### src/rtl/frame_update_scheduler.sv
// frame_update_scheduler: latches per-channel samples during active video and
// commits them to the display buffer during vertical blank, one channel every
// second cycle, in round-robin order starting at rr_ptr.
// Optional feature macro: FRAME_UPDATE_OVERRUN_EN adds ovr_clr / ovr (sticky
// per-channel overrun flags for samples overwritten before being committed).

// Per-channel slice: pending flag, shadow sample and optional overrun flag.
module fus_chan #(
  parameter int DW = 12
) (
  input  logic          pclk,
  input  logic          rst,
  input  logic          req,
  input  logic          commit,
  input  logic [DW-1:0] din,
`ifdef FRAME_UPDATE_OVERRUN_EN
  input  logic          ovr_clr,
  output logic          ovr,
`endif
  output logic          pending,
  output logic [DW-1:0] shadow
);

  // A new sample always wins over a same-cycle commit, so it stays pending.
  always_ff @(posedge pclk or negedge rst) begin
    if (!rst) begin
      pending <= 1'b0;
      shadow  <= '0;
    end else if (req) begin
      pending <= 1'b1;
      shadow  <= din;
    end else if (commit) begin
      pending <= 1'b0;
    end
  end

`ifdef FRAME_UPDATE_OVERRUN_EN
  // Sticky overrun: set beats clear when both happen in the same cycle.
  always_ff @(posedge pclk or negedge rst) begin
    if (!rst) ovr <= 1'b0;
    else      ovr <= (ovr & ~ovr_clr) | (req & pending & ~commit);
  end
`endif

endmodule

module frame_update_scheduler #(
  parameter int NCH = 13,
  parameter int DW  = 12
) (
  input  logic              pclk,
  input  logic              rst,
  input  logic              vblnk,
  input  logic [NCH-1:0]    req,
  input  logic [NCH*DW-1:0] ch_data,
`ifdef FRAME_UPDATE_OVERRUN_EN
  input  logic              ovr_clr,
  output logic [NCH-1:0]    ovr,
`endif
  output logic              wr_en,
  output logic [3:0]        wr_addr,
  output logic [DW-1:0]     wr_data,
  output logic [NCH-1:0]    gnt,
  output logic              busy,
  output logic              frame_start
);

  typedef enum logic [1:0] {IDLE, SCAN, WRITE, DONE} state_t;

  state_t                  state, state_n;
  logic                    vblnk_d;
  logic                    armed;     // vblnk seen low since reset
  logic [3:0]              sel;
  logic [3:0]              rr_ptr;
  logic [3:0]              pick;
  int                      idx;
  logic [NCH-1:0]          pending;
  logic [NCH-1:0]          commit;
  logic [NCH-1:0][DW-1:0]  shadow;

  for (genvar i = 0; i < NCH; i++) begin : g_ch
    assign commit[i] = (state == WRITE) && (sel == 4'(i));
    fus_chan #(.DW(DW)) u_ch (
      .pclk    (pclk),
      .rst     (rst),
      .req     (req[i]),
      .commit  (commit[i]),
      .din     (ch_data[i*DW +: DW]),
`ifdef FRAME_UPDATE_OVERRUN_EN
      .ovr_clr (ovr_clr),
      .ovr     (ovr[i]),
`endif
      .pending (pending[i]),
      .shadow  (shadow[i])
    );
  end

  // Rotating priority: first pending channel at or after rr_ptr, wrapping.
  always_comb begin
    pick = '0;
    idx  = 0;
    for (int k = NCH - 1; k >= 0; k--) begin
      idx = int'(rr_ptr) + k;
      if (idx >= NCH) idx = idx - NCH;
      if (pending[idx]) pick = 4'(idx);
    end
  end

  // Next-state logic; losing vblank mid-scan abandons the frame.
  always_comb begin
    state_n = state;
    case (state)
      IDLE:    if (vblnk && !vblnk_d && armed) state_n = SCAN;
      SCAN:    if (!vblnk)        state_n = IDLE;
               else if (|pending) state_n = WRITE;
               else               state_n = DONE;
      WRITE:   state_n = vblnk ? SCAN : IDLE;
      DONE:    if (!vblnk) state_n = IDLE;
      default: state_n = IDLE;
    endcase
  end

  // State, edge-detect history, selected channel and round-robin pointer.
  // armed blocks a vblank that was already high across reset release from
  // counting as a rising edge.
  always_ff @(posedge pclk or negedge rst) begin
    if (!rst) begin
      state   <= IDLE;
      vblnk_d <= 1'b0;
      armed   <= 1'b0;
      sel     <= '0;
      rr_ptr  <= '0;
    end else begin
      state   <= state_n;
      vblnk_d <= vblnk;
      armed   <= armed | ~vblnk;
      if (state == SCAN) sel <= pick;
      if (state == WRITE) rr_ptr <= (sel == 4'(NCH - 1)) ? 4'd0 : sel + 4'd1;
    end
  end

  // Commit outputs are decoded from WRITE so reset clears them at once;
  // wr_data reads the shadow before any same-cycle req overwrites it.
  always_comb begin
    wr_en       = (state == WRITE);
    wr_addr     = wr_en ? sel : 4'd0;
    wr_data     = wr_en ? shadow[sel] : '0;
    gnt         = commit;
    busy        = (state == SCAN) || (state == WRITE);
    frame_start = vblnk_d & ~vblnk;
  end

endmodule

### config.mk
export PLATFORM = sky130hd
export DESIGN_NAME = frame_update_scheduler
export DESIGN_NICKNAME = d
export VERILOG_FILES = /design/src/rtl/frame_update_scheduler.sv
export SDC_FILE = /design/constraint.sdc
export NUM_CORES = 1
export LEC_CHECK = 0
export BUFFER_PORTS_ARGS = -buffer_cell sky130_fd_sc_hd__buf_4
export CAP_MARGIN = 0
export CORE_ASPECT_RATIO = 1.5
export CORE_MARGIN = 2
export CORE_UTILIZATION = 63
export DETAILED_ROUTE_END_ITERATION = 6
export GPL_TIMING_DRIVEN = 0
export PLACE_DENSITY = 0.87
export SLEW_MARGIN = 30
export SYNTH_ARGS = -nofsm -noshare
export SYNTH_HDL_FRONTEND = slang
export SYNTH_SLANG_ARGS = --single-unit
### constraint.sdc
create_clock -name pclk -period 5.9 [get_ports pclk]
set_input_delay 0.295 -clock pclk [delete_from_list [all_inputs] [get_ports pclk]]
set_output_delay 0.295 -clock pclk [all_outputs]
set_load 0.005 [all_outputs]
==> out/qor.txt <==
Tot Pwr = 0.0106 W
Period utilization = 0.952
Status = complete, but fails checks
Largest stage delay, worst path = 0.96 ns
Seq cells post-synth = 181
Final setup viols = 0
TritonCTS buffer count = 17
CTS H-tree depth = 4
Layout area overhead = 20.1%
Postcts setup bufs = 0
VDD IR-drop max = 323 µV
WS Path Type = flop to flop
Nets = 1670
Post-Syn Area = 13300 µm²
Root buf cell = clkbuf_16
Synth warn = 0
DP Wirelength = 40400 µm
IO Pins = 204
Floorplan core area = 20800 µm²
Fin util = 0.766
Crit-path slowest cell = xnor2_1
Failing checks = design-rule violations
WL met1 = 17700 µm
Max FO, Critical Path = 13
Wire length per cell = 34.8 µm
DR WL met3 = 7850 µm
Most common cell on crit path = buf_2
IO buf count = 203
Seq/Total Area, Yosys = 0.341
Fin Setup TNS = 0 ns
Fin worst setup slack = 0.281 ns
Slew Viols, Final = 0
Startpoint Class = flop
Min-delay worst type = input pin to flop
FFs w/ async S/R, synth = 1.00
DIE HEIGHT = 182 µm
Critical Path RT = 6.26 ns
Max Freq = 178 MHz
Top layer in use = met5
Minimum clock period = 5.62 ns
Clock Pin Slew Worst Setup and Hold Paths = 0.08 ns
CTS tree = built
Vias/cell = 7.57
DR DRC count = 16
EDFF count, synth = 0
Gr ovfl total = 0
Synthesized netlist cell count = 1241
Die Span X = 123 µm
Starting DRT DRC Count = 2220
Worst setup EP type = flop
Dpl ws = 0.557 ns
Rel. slew slack = 0.187
Starting Density = 0.638
Vias = 13252
Slew @ Worst Pin = 1.21 ns
Initial antenna violation count = 1
Cell Rows = 65
DIE AREA = 22300 µm²
Drt pass-1 iters = 7
CP arrival = 5.98 ns
Gr usage total = 0.566
Synth top area cells = dfrtp_1, mux2_2, mux4_2
Share of the synthesized area in the top cell type = 0.341
Max Root-Sink Buffers = 2
Smallest hold slack = 0.0737 ns
Leak = 6.84 nW
Clk sinks = 181
Most common cell after layout, fill and taps aside = buf_4
Syn_area_per_cell = 10.7 µm²
Synth area leader = dfrtp_1
Top FF cell, synth = dfrtp_1
Post-synth net total = 1442
Crit-path cells = inv_2 > buf_2 > buf_2 > buf_2 > ha_1 > buf_4 > inv_1 > a221oi_2 > nor2_1 > xnor2_1 > nand2_1 > and2_1 > nand2b_1 > o22ai_2 > o41ai_2 > o211ai_1 > a21oi_1
Power Dens Cells = 665 nW/µm²
First-pass GRT wire length = 89500 µm
Clock latency on the worst-skew pair = 0.45 ns
Yosys cell types = 103
Hold Vio Cnt, Final = 0
Number of global-route vias before repair = 13502
RSZ-0062 raised after global routing = false
Max Cap Violations = 0
Largest net degree at the start of global routing = 90
Routed WL = 60900 µm
GP Congestion = 1.11
Most frequent cells in the layout = buf_4, dfrtp_1, mux2_2, nor2_1, mux2i_1
WL met2 = 26900 µm
Post-DRT Antenna Nets = 0
Clk_skew = 0.00599 ns
Share of cells above drive strength 1 = 0.387
-- cells by family (layout without fill, tap and decap cells) --
logic type                 count (synthesis)  in the layout  synth area share
muxes                                    292            292             0.286
adders and majority gates                 29             29            0.0273
DFF                                      181            181             0.341
buffers and inverters                    131            371            0.0497
other                                      0              1                 0
xor gates and xnor gates                  29             29            0.0245
AOI/OAI and AO/OA                        283            283             0.155
and+or+nand+nor                          296            296             0.116
-- per-layer routing --
layer,vias to the layer above,track usage
li1,5084,-
met1,6285,0.567
met2,1364,0.835
met3,517,0.267
met4,2,0.546
met5,-,0.0579
-- flip-flops by register name, summed over array words and instances, names as in the netlist --
signal and cells:
rr_ptr 4, g_ch.u_ch.shadow 156, vblnk_d 1, state 2, sel 4, armed 1
g_ch.u_ch.pending 13
-- worst max-delay path, delay by kind of cell (launching register included) --
kind                     cells  cell delay (ns)
AND/OR/NAND/NOR              4             0.81
adder cells (fa/ha/maj)      1             0.21
flip-flops                   1             0.57
buffers and inverters        6             1.62
XOR/XNOR                     1             0.96
AO/OA/AOI/OAI                5             1.31
-- per-stage QoR --
step	cells	instance area [µm²]
5_1_grt	1749	15900
6_report	1750	15900
4_1_cts	1748	15900
3_5_place_dp	1715	15200
3_3_place_gp	1712	15100
2_1_floorplan	1241	13300
-- path summary, 6_finish.rpt --
| check | start | endpoint | slack [ns] | cells after the start |
|---|---|---|---|---|
| min in group asynchronous | rst | g_ch[7].u_ch.shadow[1] | 0.31 | 2 |
| worst max-delay path | rr_ptr[0] | sel[2] | 0.28 | 17 |
| worst min-delay path | ch_data[30] | g_ch[2].u_ch.shadow[6] | 0.07 | 2 |
| max in group asynchronous | rst | g_ch[10].u_ch.shadow[1] | 4.50 | 4 |
| worst max register to register | rr_ptr[0] | sel[2] | 0.28 | 17 |
| worst min register to register | armed | armed | 0.50 | 1 |
-- layout make-up --
class | count | area, µm²
Timing Repair Buffer | 209 | 1620
Inverter | 23 | 86.3
Multi-Input combinational cell | 929 | 8160
Clock inverter | 7 | 119
Buffer | 108 | 578
Sequential cell | 181 | 4530
Clock buffer | 24 | 502
Tap cell | 268 | 335
Antenna cell | 1 | 2.50
Fill cell | 1246 | 4880
-- synthesized netlist by cell type (10+ instances only) --
cell	instances
nor2b_1	23
o211ai_1	16
mux4_2	53
nand2b_1	22
o22ai_1	11
a31oi_1	10
o21bai_1	10
ha_1	29
nand3_1	18
nor4_1	11
xnor2_1	19
nor3_1	16
inv_1	18
and2_1	24
mux2i_1	70
o21ai_0	60
a21oi_1	47
buf_2	20
dfrtp_1	181
buf_1	18
clkbuf_1	39
nand2_1	68
buf_4	24
a22oi_1	16
nor2_1	70
mux2_2	168
-- power breakdown --
part | internal (W) | switching [W]
Sequential | 0.00139 | 0.000170
Clock | 0.000721 | 0.000509
Combinational | 0.00272 | 0.00509
Total | 0.00482 | 0.00577
-- timing repair --
action	4_1_cts	5_1_grt
gates resized for setup	0	0
hold endpoints to repair	37	0
hold buffers	2	0
(Power assumes the default switching activity.)
